<file path="src/rtl/kernel_fdtd_2d_mul_pipe_if.sv">
// Operand/result handshake bundle for kernel_fdtd_2d_mul_pipe.
// master: operand producer and result consumer (drives in_valid, din0, din1,
//         signed_mode, acc_en, out_ready).
// slave : the multiply pipe (drives in_ready, out_valid, dout, ovf).
interface kernel_fdtd_2d_mul_pipe_if #(
    parameter int DIN0_WIDTH = 10,
    parameter int DIN1_WIDTH = 11,
    parameter int DOUT_WIDTH = 24
);
    logic                  in_valid;
    logic                  in_ready;
    logic [DIN0_WIDTH-1:0] din0;
    logic [DIN1_WIDTH-1:0] din1;
    logic                  signed_mode;
    logic                  acc_en;
    logic                  out_valid;
    logic                  out_ready;
    logic [DOUT_WIDTH-1:0] dout;
    logic                  ovf;

    modport master (
        output in_valid, din0, din1, signed_mode, acc_en, out_ready,
        input  in_ready, out_valid, dout, ovf
    );

    modport slave (
        input  in_valid, din0, din1, signed_mode, acc_en, out_ready,
        output in_ready, out_valid, dout, ovf
    );
endinterface

</file>
<file path="src/rtl/kernel_fdtd_2d_mul_pipe.sv">
// Pipelined signed/unsigned multiply with optional running accumulate for the
// fdtd-2d datapath. Accept-to-out_valid latency is NUM_STAGE cycles.
// Ports:
//   clk   - clock, all state on rising edge
//   reset - asynchronous active-high reset
//   ce    - global enable; 0 freezes every register and blocks handshakes
//   bus   - slave side of the operand/result handshake interface
module kernel_fdtd_2d_mul_pipe #(
    parameter int DIN0_WIDTH = 10,
    parameter int DIN1_WIDTH = 11,
    parameter int DOUT_WIDTH = 24,
    parameter int NUM_STAGE  = 4
) (
    input  logic                      clk,
    input  logic                      reset,
    input  logic                      ce,
    kernel_fdtd_2d_mul_pipe_if.slave  bus
);
    localparam int PW   = DIN0_WIDTH + DIN1_WIDTH;
    localparam int LAST = NUM_STAGE - 1;

    logic                  w_adv;
    logic                  r_out_valid;
    logic [DOUT_WIDTH-1:0] r_dout;
    logic                  r_ovf;

    logic                  r_s1_vld;
    logic [DIN0_WIDTH-1:0] r_s1_din0;
    logic [DIN1_WIDTH-1:0] r_s1_din1;
    logic                  r_s1_sgn;
    logic                  r_s1_acc;

    // Index 2 is the product register, 3..LAST are pure delay stages.
    logic [PW-1:0] r_p_prod [2:LAST];
    logic          r_p_vld  [2:LAST];
    logic          r_p_sgn  [2:LAST];
    logic          r_p_acc  [2:LAST];

    logic [PW-1:0]         w_op0;
    logic [PW-1:0]         w_op1;
    logic [PW-1:0]         w_prod;
    logic [PW-1:0]         w_p_last;
    logic [DOUT_WIDTH-1:0] w_p_ext;
    logic [DOUT_WIDTH:0]   w_sum;
    logic                  w_ovf_s;
    logic                  w_ovf;

    // Whole pipe moves together; bubbles are never squeezed out.
    assign w_adv        = ce && !reset && (!r_out_valid || bus.out_ready);
    assign bus.in_ready = w_adv;
    assign bus.out_valid = r_out_valid;
    assign bus.dout      = r_dout;
    assign bus.ovf       = r_ovf;

    // Extending both operands to the full product width makes the low PW
    // bits of a plain multiply correct for both signed and unsigned operands.
    assign w_op0  = r_s1_sgn ? {{DIN1_WIDTH{r_s1_din0[DIN0_WIDTH-1]}}, r_s1_din0}
                             : {{DIN1_WIDTH{1'b0}}, r_s1_din0};
    assign w_op1  = r_s1_sgn ? {{DIN0_WIDTH{r_s1_din1[DIN1_WIDTH-1]}}, r_s1_din1}
                             : {{DIN0_WIDTH{1'b0}}, r_s1_din1};
    assign w_prod = w_op0 * w_op1;

    assign w_p_last = r_p_prod[LAST];

    generate
        if (DOUT_WIDTH > PW) begin : g_ext
            assign w_p_ext = {{(DOUT_WIDTH-PW){r_p_sgn[LAST] & w_p_last[PW-1]}}, w_p_last};
        end else begin : g_trunc
            assign w_p_ext = w_p_last[DOUT_WIDTH-1:0];
        end
    endgenerate

    // r_dout doubles as the accumulator: after any valid beat they are equal,
    // and both hold across bubbles and stalls.
    assign w_sum   = {1'b0, r_dout} + {1'b0, w_p_ext};
    assign w_ovf_s = (r_dout[DOUT_WIDTH-1] == w_p_ext[DOUT_WIDTH-1]) &&
                     (w_sum[DOUT_WIDTH-1] != r_dout[DOUT_WIDTH-1]);
    assign w_ovf   = r_p_sgn[LAST] ? w_ovf_s : w_sum[DOUT_WIDTH];

    always_ff @(posedge clk or posedge reset) begin
        if (reset) begin
            r_s1_vld    <= 1'b0;
            r_s1_din0   <= '0;
            r_s1_din1   <= '0;
            r_s1_sgn    <= 1'b0;
            r_s1_acc    <= 1'b0;
            for (int i = 2; i <= LAST; i++) begin
                r_p_prod[i] <= '0;
                r_p_vld[i]  <= 1'b0;
                r_p_sgn[i]  <= 1'b0;
                r_p_acc[i]  <= 1'b0;
            end
            r_out_valid <= 1'b0;
            r_dout      <= '0;
            r_ovf       <= 1'b0;
        end else if (w_adv) begin
            r_s1_vld  <= bus.in_valid;
            r_s1_din0 <= bus.din0;
            r_s1_din1 <= bus.din1;
            r_s1_sgn  <= bus.signed_mode;
            r_s1_acc  <= bus.acc_en;

            r_p_prod[2] <= w_prod;
            r_p_vld[2]  <= r_s1_vld;
            r_p_sgn[2]  <= r_s1_sgn;
            r_p_acc[2]  <= r_s1_acc;
            for (int i = 3; i <= LAST; i++) begin
                r_p_prod[i] <= r_p_prod[i-1];
                r_p_vld[i]  <= r_p_vld[i-1];
                r_p_sgn[i]  <= r_p_sgn[i-1];
                r_p_acc[i]  <= r_p_acc[i-1];
            end

            r_out_valid <= r_p_vld[LAST];
            if (r_p_vld[LAST]) begin
                if (r_p_acc[LAST]) begin
                    r_dout <= w_sum[DOUT_WIDTH-1:0];
                    r_ovf  <= w_ovf;
                end else begin
                    r_dout <= w_p_ext;
                    r_ovf  <= 1'b0;
                end
            end
        end
    end
endmodule

</file>
<file path="src/flat_wrapper.sv">
// flat-port wrapper written by rule: the top's interface ports become plain ports
module kernel_fdtd_2d_mul_pipe_flat 
#(
    parameter int DIN0_WIDTH = 10,
    parameter int DIN1_WIDTH = 11,
    parameter int DOUT_WIDTH = 24,
    parameter int NUM_STAGE  = 4
)
  (clk, reset, ce, bus_in_valid, bus_din0, bus_din1, bus_signed_mode, bus_acc_en, bus_out_ready, bus_in_ready, bus_out_valid, bus_dout, bus_ovf);
  kernel_fdtd_2d_mul_pipe_if #(.DIN0_WIDTH(DIN0_WIDTH), .DIN1_WIDTH(DIN1_WIDTH), .DOUT_WIDTH(DOUT_WIDTH)) bus_i ();
  input  logic clk;
  input  logic reset;
  input  logic ce;
  input wire logic [$bits(bus_i.in_valid)-1:0] bus_in_valid;
  input wire logic [$bits(bus_i.din0)-1:0] bus_din0;
  input wire logic [$bits(bus_i.din1)-1:0] bus_din1;
  input wire logic [$bits(bus_i.signed_mode)-1:0] bus_signed_mode;
  input wire logic [$bits(bus_i.acc_en)-1:0] bus_acc_en;
  input wire logic [$bits(bus_i.out_ready)-1:0] bus_out_ready;
  output wire logic [$bits(bus_i.in_ready)-1:0] bus_in_ready;
  output wire logic [$bits(bus_i.out_valid)-1:0] bus_out_valid;
  output wire logic [$bits(bus_i.dout)-1:0] bus_dout;
  output wire logic [$bits(bus_i.ovf)-1:0] bus_ovf;
  assign bus_i.in_valid = bus_in_valid;
  assign bus_i.din0 = bus_din0;
  assign bus_i.din1 = bus_din1;
  assign bus_i.signed_mode = bus_signed_mode;
  assign bus_i.acc_en = bus_acc_en;
  assign bus_i.out_ready = bus_out_ready;
  assign bus_in_ready = bus_i.in_ready;
  assign bus_out_valid = bus_i.out_valid;
  assign bus_dout = bus_i.dout;
  assign bus_ovf = bus_i.ovf;
  kernel_fdtd_2d_mul_pipe #(.DIN0_WIDTH(DIN0_WIDTH), .DIN1_WIDTH(DIN1_WIDTH), .DOUT_WIDTH(DOUT_WIDTH), .NUM_STAGE(NUM_STAGE)) u_core (.clk(clk), .reset(reset), .ce(ce), .bus(bus_i));
endmodule
</file>
<file path="config.mk">
export PLATFORM = sky130hd
export DESIGN_NAME = kernel_fdtd_2d_mul_pipe_flat
export DESIGN_NICKNAME = d
export VERILOG_FILES = /design/src/rtl/kernel_fdtd_2d_mul_pipe_if.sv /design/src/rtl/kernel_fdtd_2d_mul_pipe.sv /design/src/flat_wrapper.sv
export SDC_FILE = /design/constraint.sdc
export NUM_CORES = 1
export LEC_CHECK = 0
export BUFFER_PORTS_ARGS = -buffer_cell sky130_fd_sc_hd__buf_2
export CAP_MARGIN = 20
export CORE_MARGIN = 5
export CORE_UTILIZATION = 69
export DETAILED_ROUTE_END_ITERATION = 6
export HOLD_SLACK_MARGIN = 0.05
export PLACE_DENSITY = 0.88
export SYNTH_ARGS = -nofsm -noshare
export SYNTH_HDL_FRONTEND = slang
export SYNTH_SLANG_ARGS = --single-unit
</file>
<file path="constraint.sdc">
create_clock -name clk -period 9 [get_ports clk]
set_input_delay 0.9 -clock clk [delete_from_list [all_inputs] [get_ports clk]]
set_output_delay 0.9 -clock clk [all_outputs]
set_load 0.01 [all_outputs]
</file>
Word-level counts from Yosys, hierarchy flattened
Index checks and enable logic that the tools add are counted.

Memories kept: 0. Input port bits: 28. Register bits after elaboration: 98. Bits in read-only memories: 0. Logic and storage cells: 33. RAM bits: 0. Output and inout bits: 27. Latch bits: 0.

Add/subtract/negate cells: 1. Eq/ne operators: 2. Mux-type cells: 5. $mul: 1. Shifts and indexed selects: 0. Magnitude comparators: 0. Bitwise logic cells: 1. Div/mod/pow operators: 0. Reduce and logical (&&, ||, !) cells: 7.

Operators with widths (number): 2-to-1 mux 21 bit (2); adder 24 x 24 -> 25 bit (1); 2-to-1 mux 24 bit (1); multiplier 21 x 21 -> 21 bit (1); logical AND 1 bit (3); logical NOT 1 bit (2); 2-to-1 mux 1 bit (2); AND reduction 2 bit (1); AND 1 bit (1); equality test 1 bit (1); logical OR 1 bit (1); inequality test 1 bit (1).

Depth between registers and ports, before layout
Word-level depth: 6. Depth in mapped cells: 24. Gate-level depth less buffers: 23.

Worst setup path before layout
Ideal clock, no wire load.

Path kind: flip-flop to flip-flop. Start point: register u_core.r_s1_sgn. End point: register u_core.r_p_prod[41] in the netlist's numbering. Cell stages (with the launch flop): 23. Data arrival time: 6076 ps. Data required time: 8875 ps. Period minus slack after synthesis: 6201 ps. Slack: 2799 ps. Cells stage by stage: dfrtp_1 -> and2_1 -> clkbuf_1 -> nand2_1 -> fa_1 -> inv_1 -> fa_1 -> inv_1 -> fa_1 -> inv_1 -> fa_1 -> fa_1 -> fa_1 -> fa_1 -> ha_1 -> a21o_1 -> a21o_1 -> nand2_1 -> nand2_1 -> a211o_1 -> a21oi_1 -> xnor2_1 -> mux2_2.

Cells in the longest elaborated chain, start to end: 2.

RTL lines: from (decl) (RTL line kernel_fdtd_2d_mul_pipe.sv:30) `logic r_s1_sgn;`; from (signal assigned) (RTL line kernel_fdtd_2d_mul_pipe.sv:100) `r_s1_sgn <= bus.signed_mode;`; 2-to-1 mux 21 bit (on tied branches) (RTL line kernel_fdtd_2d_mul_pipe.sv:57, kernel_fdtd_2d_mul_pipe.sv:59); multiplier 21 x 21 -> 21 bit (*) (RTL line kernel_fdtd_2d_mul_pipe.sv:61) `assign w_prod = w_op0 * w_op1;`; to (signal, indexed assignment) (RTL line kernel_fdtd_2d_mul_pipe.sv:108) `r_p_prod[i] <= r_p_prod[i-1];`; to (decl) (RTL line kernel_fdtd_2d_mul_pipe.sv:34) `logic [PW-1:0] r_p_prod [2:LAST];`.

Mark *: on every way between the ends. The rest lies on a longest branch, timed or not. A chain may end at the register's enable or synchronous reset.

Worst setup path after layout
Start point: register u_core.r_s1_din0[9]. End point: register u_core.r_p_prod[40] in the netlist's numbering.

Cells in the longest elaborated chain, start to end: 2.

RTL lines: from (decl) (RTL line kernel_fdtd_2d_mul_pipe.sv:28) `logic [DIN0_WIDTH-1:0] r_s1_din0;`; from (signal assigned) (RTL line kernel_fdtd_2d_mul_pipe.sv:98) `r_s1_din0 <= bus.din0;`; 2-to-1 mux 21 bit (RTL line kernel_fdtd_2d_mul_pipe.sv:57) `assign w_op0 = r_s1_sgn ? {{DIN1_WIDTH{r_s1_din0[DIN0_WIDTH-1]}}, r_s1_din0}`; multiplier 21 x 21 -> 21 bit (RTL line kernel_fdtd_2d_mul_pipe.sv:61).

No other way between the ends.

==> report_table.html <==
<table>
<tr><th>Metric</th><th>Value</th></tr>
<tr><th colspan="2">Status</th></tr>
<tr><td>Status</td><td>finished clean</td></tr>
<tr><th colspan="2">Place</th></tr>
<tr><td>Placer's final routability congestion estimate</td><td>0.904</td></tr>
<tr><td>Post-DP HPWL</td><td>19000 µm</td></tr>
<tr><td>Cell total after placement</td><td>1371</td></tr>
<tr><td>Input/output buffers</td><td>54</td></tr>
<tr><th colspan="2">CTS</th></tr>
<tr><td>Post-CTS resize count</td><td>0</td></tr>
<tr><td>Clk sink count</td><td>98</td></tr>
<tr><td>Buffer type at the clock tree root</td><td>sky130_fd_sc_hd__clkbuf_16</td></tr>
<tr><td>CTS H-tree lvls</td><td>3</td></tr>
<tr><td>Number of buffers added to fix hold violations after cts</td><td>0</td></tr>
<tr><td>Clock-pin slew on the worst setup and hold paths</td><td>70 ps</td></tr>
<tr><td>Post-CTS setup buffer count</td><td>0</td></tr>
<tr><td>Number of buffers created by CTS</td><td>9</td></tr>
<tr><td>Buffer depth of the longest clock path</td><td>2</td></tr>
<tr><td>TritonCTS clock tree</td><td>built</td></tr>
<tr><td>Clk_lat worst skew</td><td>roughly 350 ps</td></tr>
<tr><th colspan="2">STA</th></tr>
<tr><td>Max-slew violations</td><td>0</td></tr>
<tr><td>Final-report setup violation count</td><td>0</td></tr>
<tr><td>Worst-margin pin slew</td><td>925 ps</td></tr>
<tr><td>Post-route minimum period</td><td>6780 ps</td></tr>
<tr><td>Unrepaired setup endpoints after global routing</td><td>no</td></tr>
<tr><td>Number of hold violations in the final report</td><td>0</td></tr>
<tr><td>FMAX</td><td>between 100 and 150 MHz</td></tr>
<tr><td>Post-route clock period utilization</td><td>roughly 75%</td></tr>
<tr><td>Layout Skew</td><td>12.2 ps</td></tr>
<tr><td>Final TNS setup</td><td>0 ps</td></tr>
<tr><td>Worst slew slack as a fraction of its limit</td><td>roughly two fifths</td></tr>
<tr><td>Hold WS</td><td>457 ps</td></tr>
<tr><th colspan="2">Synthesis</th></tr>
<tr><td>Per-instance average area after synthesis</td><td>9.06 µm²</td></tr>
<tr><td>Cell type contributing the most total cell area after synthesis</td><td>sky130_fd_sc_hd__fa_1</td></tr>
<tr><td>Synthesized instance count</td><td>around 1200</td></tr>
<tr><td>Number of enable-type register cells in the synthesized netlist</td><td>0</td></tr>
<tr><td>Summed instance area of the synthesized netlist</td><td>10600 µm²</td></tr>
<tr><td>Post-synthesis net count</td><td>approximately 1400</td></tr>
<tr><td>Share of flip-flops with an asynchronous set or reset</td><td>100%</td></tr>
<tr><td>Count of different cell masters after synthesis</td><td>54</td></tr>
<tr><td>Largest cells by area after synthesis</td><td>sky130_fd_sc_hd__fa_1 25%, sky130_fd_sc_hd__dfrtp_1 23%, sky130_fd_sc_hd__ha_1 11%</td></tr>
<tr><td>Most common flop cell mapped by yosys</td><td>sky130_fd_sc_hd__dfrtp_1</td></tr>
<tr><td>Most frequent cell after synthesis</td><td>sky130_fd_sc_hd__nand2_1</td></tr>
<tr><td>Seq cells post-synth</td><td>98</td></tr>
<tr><td>Yosys top cell area share</td><td>25.4%</td></tr>
<tr><td>Seq/Total Area, Yosys</td><td>23.0%</td></tr>
<tr><td>Number of synthesis warnings</td><td>0</td></tr>
<tr><td>Synth cell count leaders</td><td>259 x sky130_fd_sc_hd__nand2_1, 150 x sky130_fd_sc_hd__inv_1, 135 x sky130_fd_sc_hd__fa_1</td></tr>
<tr><th colspan="2">Routing</th></tr>
<tr><td>Drt first pass iters</td><td>5</td></tr>
<tr><td>Per-cell routed wire length</td><td>between 15 and 20 µm</td></tr>
<tr><td>DR vias/cell</td><td>5.97</td></tr>
<tr><td># DRC</td><td>0</td></tr>
<tr><td>DRT Wirelength</td><td>24600 µm</td></tr>
<tr><td>Vias</td><td>a little over 8000</td></tr>
<tr><td>Detailed router's first-iteration violation count</td><td>between 500 and 600</td></tr>
<tr><td>Antenna-violating nets left</td><td>0</td></tr>
<tr><th colspan="2">Floorplan</th></tr>
<tr><td>Die extent in x</td><td>134 µm</td></tr>
<tr><td>Core region area</td><td>15100 µm²</td></tr>
<tr><td>Starting utilization of the core area</td><td>a little over two thirds</td></tr>
<tr><td>Number of core rows</td><td>45</td></tr>
<tr><td>Y dimension of the die</td><td>134 µm</td></tr>
<tr><td>Die outline area</td><td>between 15000 and 20000 µm²</td></tr>
<tr><td>Boundary Pins</td><td>55</td></tr>
<tr><th colspan="2">Min path</th></tr>
<tr><td>Hold Crit Class</td><td>flip-flop to flip-flop</td></tr>
<tr><th colspan="2">Critical path</th></tr>
<tr><td>Crit-path most repeated cell</td><td>sky130_fd_sc_hd__fa_1</td></tr>
<tr><td>CP Data Required Time</td><td>9210 ps</td></tr>
<tr><td>Critical Path Source Type</td><td>flip-flop</td></tr>
<tr><td>Critical path class</td><td>flip-flop to flip-flop</td></tr>
<tr><td>Signal arrival time at the worst endpoint</td><td>6990 ps</td></tr>
<tr><td>Max stage delay on crit path</td><td>700 ps</td></tr>
<tr><td>WP buf/inv</td><td>3</td></tr>
<tr><td>Slowest cell on crit path</td><td>sky130_fd_sc_hd__fa_1</td></tr>
<tr><td>Crit-path cells</td><td>and2_1 &gt; nand2_1 &gt; fa_1 &gt; inv_1 &gt; fa_1 &gt; inv_1 &gt; fa_1 &gt; inv_1 &gt; fa_1 &gt; fa_1 &gt; fa_1 &gt; fa_1 &gt; ha_1 &gt; a21o_1 &gt; a21o_1 &gt; or4_1 &gt; a31oi_1 &gt; xor2_1 &gt; o21ai_1</td></tr>
<tr><td>Crit Path Max Fanout</td><td>15</td></tr>
<tr><td>Critical Path End Type</td><td>flip-flop</td></tr>
<tr><td>Family of cells with the greatest summed delay on the critical path</td><td>adder cells</td></tr>
<tr><th colspan="2">Finish</th></tr>
<tr><td>Area overhead of the layout relative to synthesis</td><td>6.38%</td></tr>
<tr><td>Antenna diode instance count</td><td>0</td></tr>
<tr><td>Layout net count</td><td>1453</td></tr>
<tr><td>Filler instances</td><td>~990</td></tr>
<tr><td>Utilization after layout</td><td>between 70% and 80%</td></tr>
<tr><td>Non-Filler Instances</td><td>approximately 1400</td></tr>
<tr><td>Sequential Area</td><td>2450 µm²</td></tr>
<tr><td>Area taken by multi-input logic gates</td><td>roughly 7400 µm²</td></tr>
<tr><td>Ratio of cells with drive above 1 in the final layout</td><td>7.59%</td></tr>
<tr><th colspan="2">Global route</th></tr>
<tr><td>GRT Resource Usage Total</td><td>roughly 29%</td></tr>
<tr><td>Global-route wire length before repair</td><td>41800 µm</td></tr>
<tr><td>Vias in the first global route</td><td>8728</td></tr>
<tr><td>Overflow left after global routing</td><td>0</td></tr>
<tr><td>Largest net degree at the start of global routing</td><td>87</td></tr>
<tr><td>Number of antenna violations at the first check in global routing</td><td>0</td></tr>
<tr><th colspan="2">Run</th></tr>
<tr><td>Max_cap viols</td><td>0</td></tr>
</table>
-- flip-flops by register name (all words and copies together), names as in the netlist --
name / count
u_core.r_p_vld: 2
u_core.r_p_prod: 21
u_core.r_s1_vld: 1
u_core.bus.out_valid: 1
u_core.w_p_last: 21
u_core.r_s1_acc: 1
u_core.r_s1_sgn: 1
u_core.r_s1_din1: 11
u_core.bus.ovf: 1
u_core.r_p_acc: 2
u_core.bus.dout: 24
u_core.r_s1_din0: 10
u_core.r_p_sgn: 2
-- cells in the final DEF (no fill, tap or decap), types with 9 or more instances in the layout --
cell type,count
sky130_fd_sc_hd__o21ai_0,48
sky130_fd_sc_hd__fa_1,135
sky130_fd_sc_hd__nor2_1,30
sky130_fd_sc_hd__dfrtp_1,98
sky130_fd_sc_hd__xor2_1,15
sky130_fd_sc_hd__buf_2,54
sky130_fd_sc_hd__a21oi_1,40
sky130_fd_sc_hd__inv_1,148
sky130_fd_sc_hd__xnor2_1,48
sky130_fd_sc_hd__ha_1,96
sky130_fd_sc_hd__and3_1,11
sky130_fd_sc_hd__a21o_1,9
sky130_fd_sc_hd__and2_1,81
sky130_fd_sc_hd__nand2_1,259
sky130_fd_sc_hd__clkbuf_16,9
sky130_fd_sc_hd__mux2i_1,9
sky130_fd_sc_hd__o21a_1,12
-- layout make-up --
type                       instances  share of cell area (%)
tap                              188                    2.08
multi-input combinational        876                    65.8
clock buffer                      13                    2.39
sequential                        98                    21.7
timing repair buffer              58                    2.65
inverter                         151                    5.03
clock inverter                     3                   0.409
-- routing by layer --
| metal | wire length (µm) | vias to the layer above | track usage, % |
|---|---|---|---|
| met5 | 0 | - | 0 |
| met4 | 1150 | 0 | 14.2 |
| met3 | 1500 | 101 | 4.01 |
| met2 | 12700 | 348 | 51.0 |
| met1 | 9260 | 4078 | 35.0 |
| li1 | - | 3747 | - |
-- through the flow --
stage	setup WS [ps]	instance area [µm²]
final	2220	11300
after CTS	2230	11300
after global routing	1880	11300
after detailed placement	2240	11000
after global placement	2480	11000
after floorplan	2800	10600
-- cells by family after synthesis --
kind of cell / Yosys count / share of synthesized area (%)
fa+ha+maj: 231 / 36.7
flops: 98 / 23.0
xor+xnor: 63 / 5.18
simple gates: 421 / 17.9
compound gates: 150 / 9.00
mux: 11 / 1.06
buf+inv: 201 / 7.09
-- path summary, 6_finish.rpt --
check | start | endpoint | slack (ps) | depth (start not counted)
max | u_core.r_s1_din0[9] | u_core.r_p_prod[40] | 2220 | 19
max reg2reg | u_core.r_s1_din0[9] | u_core.r_p_prod[40] | 2220 | 19
min in group asynchronous | reset | u_core.r_s1_din1[4] | 530 | 2
max in group asynchronous | reset | u_core.w_p_last[9] | 7210 | 3
min reg2reg | u_core.r_p_prod[26] | u_core.w_p_last[5] | 460 | 2
min | u_core.r_p_prod[26] | u_core.w_p_last[5] | 460 | 2
-- worst register-to-register path, cell delays in order, from the launching register on --
cell and delay [ps]:
sky130_fd_sc_hd__dfrtp_1 610, sky130_fd_sc_hd__and2_1 360, sky130_fd_sc_hd__nand2_1 150, sky130_fd_sc_hd__fa_1 700, sky130_fd_sc_hd__inv_1 120, sky130_fd_sc_hd__fa_1 490, sky130_fd_sc_hd__inv_1 50, sky130_fd_sc_hd__fa_1 490
sky130_fd_sc_hd__inv_1 60, sky130_fd_sc_hd__fa_1 490, sky130_fd_sc_hd__fa_1 480, sky130_fd_sc_hd__fa_1 560, sky130_fd_sc_hd__fa_1 430, sky130_fd_sc_hd__ha_1 350, sky130_fd_sc_hd__a21o_1 210, sky130_fd_sc_hd__a21o_1 210
sky130_fd_sc_hd__or4_1 410, sky130_fd_sc_hd__a31oi_1 210, sky130_fd_sc_hd__xor2_1 200, sky130_fd_sc_hd__o21ai_1 70
Power is left out: the tool's default activity adds up to more than one toggle a clock period on the data nets, which glitch-free logic cannot reach.
